## src/rtl/uart_pkg.sv

```systemverilog
// uart_pkg: shared types and helpers for the UART receiver slice.
//   rx_state_e   - receiver state encoding (IDLE..CLEANUP)
//   clks_per_bit - system clocks per serial bit, integer-truncated
package uart_pkg;

    typedef enum logic [2:0] {
        IDLE    = 3'd0,
        START   = 3'd1,
        DATA    = 3'd2,
        STOP    = 3'd3,
        CLEANUP = 3'd4
    } rx_state_e;

    localparam int unsigned DATA_BITS = 8;

    // Truncating division so non-integer ratios round down.
    function automatic int unsigned clks_per_bit(input int unsigned sys_clk,
                                                 input int unsigned baud);
        return sys_clk / baud;
    endfunction

endpackage

```

## src/rtl/uart_rx_sync.sv

```systemverilog
// uart_rx_sync: two-flop synchronizer for the asynchronous serial line.
//   clk     - system clock
//   rst     - synchronous active-high reset (flops reset to 1 = idle line)
//   async_i - asynchronous input
//   sync_o  - synchronized output
module uart_rx_sync (
    input  logic clk,
    input  logic rst,
    input  logic async_i,
    output logic sync_o
);

    logic meta_q;
    logic sync_q;

    always_ff @(posedge clk) begin
        if (rst) begin
            meta_q <= 1'b1;
            sync_q <= 1'b1;
        end else begin
            meta_q <= async_i;
            sync_q <= meta_q;
        end
    end

    assign sync_o = sync_q;

endmodule

```

## src/rtl/uart_rx.sv

```systemverilog
// uart_rx: 8N1 UART receiver with mid-bit sampling.
//   i_Clk       - system clock, rising edge
//   i_Rst       - synchronous active-high reset
//   i_RX        - asynchronous serial line, idle high
//   o_RX_DV     - one-cycle pulse when o_RX_Byte holds a new byte
//   o_RX_Byte   - last received byte, held until the next one completes
//   o_Frame_Err - one-cycle pulse on a low stop bit (UART_RX_FRAME_ERR_EN only)
// Optional feature macro: UART_RX_FRAME_ERR_EN (framing-error detection).
module uart_rx
    import uart_pkg::*;
#(
    parameter int unsigned g_System_Clk = 100_000_000,
    parameter int unsigned g_Baud_Rate  = 9600
) (
    input  logic       i_Clk,
    input  logic       i_Rst,
    input  logic       i_RX,
    output logic       o_RX_DV,
    output logic [7:0] o_RX_Byte
`ifdef UART_RX_FRAME_ERR_EN
    , output logic     o_Frame_Err
`endif
);

    localparam int unsigned CLKS_PER_BIT = clks_per_bit(g_System_Clk, g_Baud_Rate);
    localparam int unsigned CNT_W        = (CLKS_PER_BIT > 1) ? $clog2(CLKS_PER_BIT) : 1;
    localparam int unsigned HALF_BIT     = (CLKS_PER_BIT - 1) / 2;
    localparam int unsigned IDX_W        = $clog2(DATA_BITS);

    localparam logic [CNT_W-1:0] CNT_HALF = CNT_W'(HALF_BIT);
    localparam logic [CNT_W-1:0] CNT_LAST = CNT_W'(CLKS_PER_BIT - 1);
    localparam logic [IDX_W-1:0] IDX_LAST = IDX_W'(DATA_BITS - 1);

    rx_state_e            state_q,    state_d;
    logic [CNT_W-1:0]     cnt_q,      cnt_d;
    logic [IDX_W-1:0]     bit_idx_q,  bit_idx_d;
    logic [DATA_BITS-1:0] shift_q,    shift_d;
    logic [DATA_BITS-1:0] rx_byte_q,  rx_byte_d;
    logic                 rx_dv_q,    rx_dv_d;
    logic                 rx_sync;
`ifdef UART_RX_FRAME_ERR_EN
    logic                 frame_err_q, frame_err_d;
`endif

    uart_rx_sync u_sync (
        .clk     (i_Clk),
        .rst     (i_Rst),
        .async_i (i_RX),
        .sync_o  (rx_sync)
    );

    // State and datapath registers
    always_ff @(posedge i_Clk) begin
        if (i_Rst) begin
            state_q     <= IDLE;
            cnt_q       <= '0;
            bit_idx_q   <= '0;
            shift_q     <= '0;
            rx_byte_q   <= '0;
            rx_dv_q     <= 1'b0;
`ifdef UART_RX_FRAME_ERR_EN
            frame_err_q <= 1'b0;
`endif
        end else begin
            state_q     <= state_d;
            cnt_q       <= cnt_d;
            bit_idx_q   <= bit_idx_d;
            shift_q     <= shift_d;
            rx_byte_q   <= rx_byte_d;
            rx_dv_q     <= rx_dv_d;
`ifdef UART_RX_FRAME_ERR_EN
            frame_err_q <= frame_err_d;
`endif
        end
    end

    // Next-state and output logic; pulses default low so they last one cycle
    always_comb begin
        state_d     = state_q;
        cnt_d       = cnt_q;
        bit_idx_d   = bit_idx_q;
        shift_d     = shift_q;
        rx_byte_d   = rx_byte_q;
        rx_dv_d     = 1'b0;
`ifdef UART_RX_FRAME_ERR_EN
        frame_err_d = 1'b0;
`endif

        case (state_q)
            IDLE: begin
                cnt_d     = '0;
                bit_idx_d = '0;
                // Level-triggered: a line already low starts a frame
                if (!rx_sync) begin
                    state_d = START;
                end
            end

            START: begin
                if (cnt_q == CNT_HALF) begin
                    cnt_d     = '0;
                    bit_idx_d = '0;
                    // High again at mid start bit means it was a glitch
                    state_d   = rx_sync ? IDLE : DATA;
                end else begin
                    cnt_d = cnt_q + CNT_W'(1);
                end
            end

            DATA: begin
                if (cnt_q == CNT_LAST) begin
                    cnt_d            = '0;
                    shift_d[bit_idx_q] = rx_sync;
                    if (bit_idx_q == IDX_LAST) begin
                        bit_idx_d = '0;
                        state_d   = STOP;
                    end else begin
                        bit_idx_d = bit_idx_q + IDX_W'(1);
                    end
                end else begin
                    cnt_d = cnt_q + CNT_W'(1);
                end
            end

            STOP: begin
                if (cnt_q == CNT_LAST) begin
                    cnt_d   = '0;
                    state_d = CLEANUP;
`ifdef UART_RX_FRAME_ERR_EN
                    if (rx_sync) begin
                        rx_byte_d = shift_q;
                        rx_dv_d   = 1'b1;
                    end else begin
                        frame_err_d = 1'b1;
                    end
`else
                    rx_byte_d = shift_q;
                    rx_dv_d   = 1'b1;
`endif
                end else begin
                    cnt_d = cnt_q + CNT_W'(1);
                end
            end

            CLEANUP: begin
                state_d = IDLE;
            end

            default: begin
                state_d = IDLE;
            end
        endcase
    end

    assign o_RX_DV     = rx_dv_q;
    assign o_RX_Byte   = rx_byte_q;
`ifdef UART_RX_FRAME_ERR_EN
    assign o_Frame_Err = frame_err_q;
`endif

endmodule

```

## config.mk

```make
export PLATFORM = sky130hd
export DESIGN_NAME = uart_rx
export DESIGN_NICKNAME = d
export VERILOG_FILES = /design/src/rtl/uart_pkg.sv /design/src/rtl/uart_rx_sync.sv /design/src/rtl/uart_rx.sv
export SDC_FILE = /design/constraint.sdc
export NUM_CORES = 1
export LEC_CHECK = 0
export CAP_MARGIN = 20
export CORE_UTILIZATION = 33
export CTS_CLUSTER_DIAMETER = 150
export CTS_CLUSTER_SIZE = 24
export DETAILED_ROUTE_END_ITERATION = 16
export SYNTH_ARGS = -nofsm -noshare
export SYNTH_HDL_FRONTEND = slang
export SYNTH_HIERARCHICAL = 1
export SYNTH_SLANG_ARGS = --single-unit
```

## constraint.sdc

```tcl
create_clock -name i_Clk -period 2.2 [get_ports i_Clk]
set_input_delay 0.55 -clock i_Clk [delete_from_list [all_inputs] [get_ports i_Clk]]
set_output_delay 0.55 -clock i_Clk [all_outputs]
set_load 0.1 [all_outputs]
```

==> results.cfg <==
[power]
combPwrFrac_pct = 2.8
sw_frac_of_total_pct = 22.2
power_density_nw_per_um2 = 583
peakVddDrop_mv = 0.485
p_leak_nw = 0.858
power.share.clock_pct = 38.4
seqPwrFrac_pct = 58.7
p_sw_uw = 269
internal_power_uw = 944

[critical_path]
critPathArrivalTime_ns = 2.07
end_kind = flop
crit_type = reg -> reg
cp.required_ns = 2.38
cp_cell_sequence = ha_1, and3_1, and4_1, nand3_2, mux2i_1, nor2_1
slowest_delay_ns = 0.36
cp-start-kind = flop
crit_fanout = 10
crit_slowest_cell = dfxtp_1

[global_route]
grt_start_max_net_pins = 28
grt_pass1_vias = 1413
grt_antenna_before_repair = 0
grt_first_pass_wirelength_um = 6360
grt_overflow_total = 0
grtUsageTotal_pct = 13.3

[timing]
fin_crit_ns = 1.89
skew_ns = 0.00615
setup_viol = 0
worst_slew_pin_slew_ns = 0.475
rsz0062_at_grt = no
drv_slew = 0
setup_tns_ns = 0
finalCritPeriodShare_pct = 86.0
slew_headroom_pct = 68.2
max_freq_mhz = 529
hold_viol = 0

[detailed_routing]
num_vias = 1480
wl_met1_um = 1870
drc = 0
viasPerCell = 5.07
ant_nets = 0
wl_per_cell_um = 12.0
route.met3.wl_um = 102
top_layer_used = met4
drt-pass1-iter-count = 4
totalWireLength_um = 3500
wl_met2_um = 1460
drt-initial-drc-count = 117

[clocking]
cts_hold_buf = 0
cts.repair.resized = 0
cts_sinks = 39
clk_pin_slew_worst_paths_ns = 0.07
clockRootBuffer = clkbuf_8
h-tree-depth = 2
cts_setup_buffers = 0
cts_tree = built
clk_path_buf_depth = 2
clock_latency_ns = 0.29
numCtsBuffers = 5

[place]
portBuffers = 11
dpl_cell_area_um2 = 2000
gp_congestion = 0.814
hpwl_um = 2410

[die]
die_h_um = 77.0
initial_core_util_pct = 35.2
die_w_um = 77.0
rows = 26
coreArea_um2 = 5270
ios = 12
die_area_um2 = 5930

[final_layout]
stdcell_area_um2 = 2080
final_common_cell = dfxtp_1
nets = 227
layout_common_cells = 39 x dfxtp_1, 33 x nor2_1, 20 x mux2i_1, 17 x nand2_1, 15 x buf_4
layout-drive-gt1-share_pct = 10.8
area_growth_pct = 12.2
diodes = 0

[logic_synthesis]
syn_area_um2 = 1860
ys_seq_area_share_pct = 42.1
synth.yosys.warnings = 6
synth.distinct_cells = 36
synthesis.nets = 216
synth-seq-cells = 39
netlist_instances = 210
syn_area_per_cell_um2 = 8.84

[min_path]
hp-class = reg -> reg

[job]
cap_violations = 0

[outcome]
status = complete, no violations
power by group through the flow:
stage | clock (mW) | combinational, mW | sequential [mW]
after floorplan | 0 | 0.0263 | 0.727
after global placement | 0 | 0.0351 | 0.730
after detailed placement | 0 | 0.0350 | 0.730
after CTS | 0.489 | 0.0351 | 0.713
after global routing | 0.512 | 0.0393 | 0.714
final | 0.466 | 0.0343 | 0.713
logic make-up after synthesis:
family                     count (synthesis)  synth area share (%)
and+or+nand+nor                          105                  31.0
DFF                                       39                  42.1
AOI/OAI and AO/OA                         27                  9.04
muxes                                     20                  10.8
buffers and inverters                     15                  4.65
adders and majority gates                  3                  2.02
xor gates and xnor gates                   1                 0.472
routing by layer:
metal | vias to the layer above | track usage (%)
met2 | 18 | 19.8
met5 | - | 0
li1 | 768 | -
met4 | 0 | 5.09
met3 | 5 | 2.86
met1 | 689 | 18.6
area by class of cell:
cell class | count | area, um2
clock buffers | 6 | 72.6
fillers | 550 | 3190
inverters | 2 | 7.51
repair buffers | 17 | 133
well taps | 70 | 87.6
flip-flops and latches | 39 | 781
clock inverters | 2 | 12.5
multi-input cells | 156 | 988
final timing paths:
path | slack (ns) | to | cells past startpoint | from
hold reg to reg | 0.40 | u_sync/sync_o | 1 | u_sync/meta_q
setup / recovery | 0.31 | o_RX_Byte[2] | 6 | cnt_q[0]
hold / removal | 0.40 | u_sync/sync_o | 1 | u_sync/meta_q
setup reg to reg | 0.31 | o_RX_Byte[2] | 6 | cnt_q[0]
cell usage after synthesis:
master / n / area (um2)
ha_1: 3 / 37.5
nor4b_1: 1 / 8.76
a2111oi_0: 1 / 8.76
nor2_1: 33 / 124
nand4b_1: 5 / 43.8
a31oi_1: 11 / 68.8
buf_4: 2 / 15.0
and4_1: 3 / 26.3
nand2b_1: 9 / 56.3
o21ai_1: 1 / 5.00
nor2b_1: 3 / 18.8
buf_6: 3 / 33.8
nand4_1: 7 / 43.8
nand3b_1: 6 / 45.0
nand3_2: 1 / 10.0
nor3_1: 5 / 25.0
and3_1: 3 / 18.8
clkbuf_1: 8 / 30.0
a22o_1: 2 / 17.5
xor2_1: 1 / 8.76
and4b_1: 1 / 10.0
mux2i_1: 20 / 200
dfxtp_1: 39 / 781
and3b_1: 1 / 8.76
a21boi_0: 1 / 7.51
a21oi_1: 7 / 35.0
or2_1: 2 / 12.5
and4bb_2: 1 / 12.5
or4_1: 1 / 7.51
and2_1: 1 / 6.26
a22oi_1: 2 / 15.0
o21ai_0: 2 / 10.0
nand3_1: 4 / 20.0
inv_1: 2 / 7.51
nand2_1: 17 / 63.8
and4bb_1: 1 / 12.5
critical path, delay by kind of cell, from the launching register on:
family                     cells  cell delay, ns
and+or+nand+nor                4            0.96
muxes                          1            0.26
adders and majority gates      1            0.20
DFF                            1            0.36
per-stage QoR:
| stage | util [%] | instances | hold slack [ns] | total power, mW | setup slack, ns |
|---|---|---|---|---|---|
| after floorplan | - | 210 | 0.383 | 0.753 | 0.502 |
| after global routing | 39.5 | 292 | 0.414 | 1.27 | 0.130 |
| after detailed placement | 37.9 | 284 | 0.392 | 0.765 | 0.158 |
| final | 39.5 | 292 | 0.403 | 1.21 | 0.308 |
| after CTS | 39.5 | 292 | 0.405 | 1.24 | 0.298 |
| after global placement | 37.9 | 284 | 0.393 | 0.765 | 0.207 |
flip-flops by register name (all words and copies together) (netlist names):
register	flops
cnt_q	14
o_RX_Byte	8
shift_q	8
bit_idx_q	3
state_q	3
o_RX_DV	1
u_sync/meta_q	1
u_sync/sync_o	1
(Power assumes the default switching activity.)
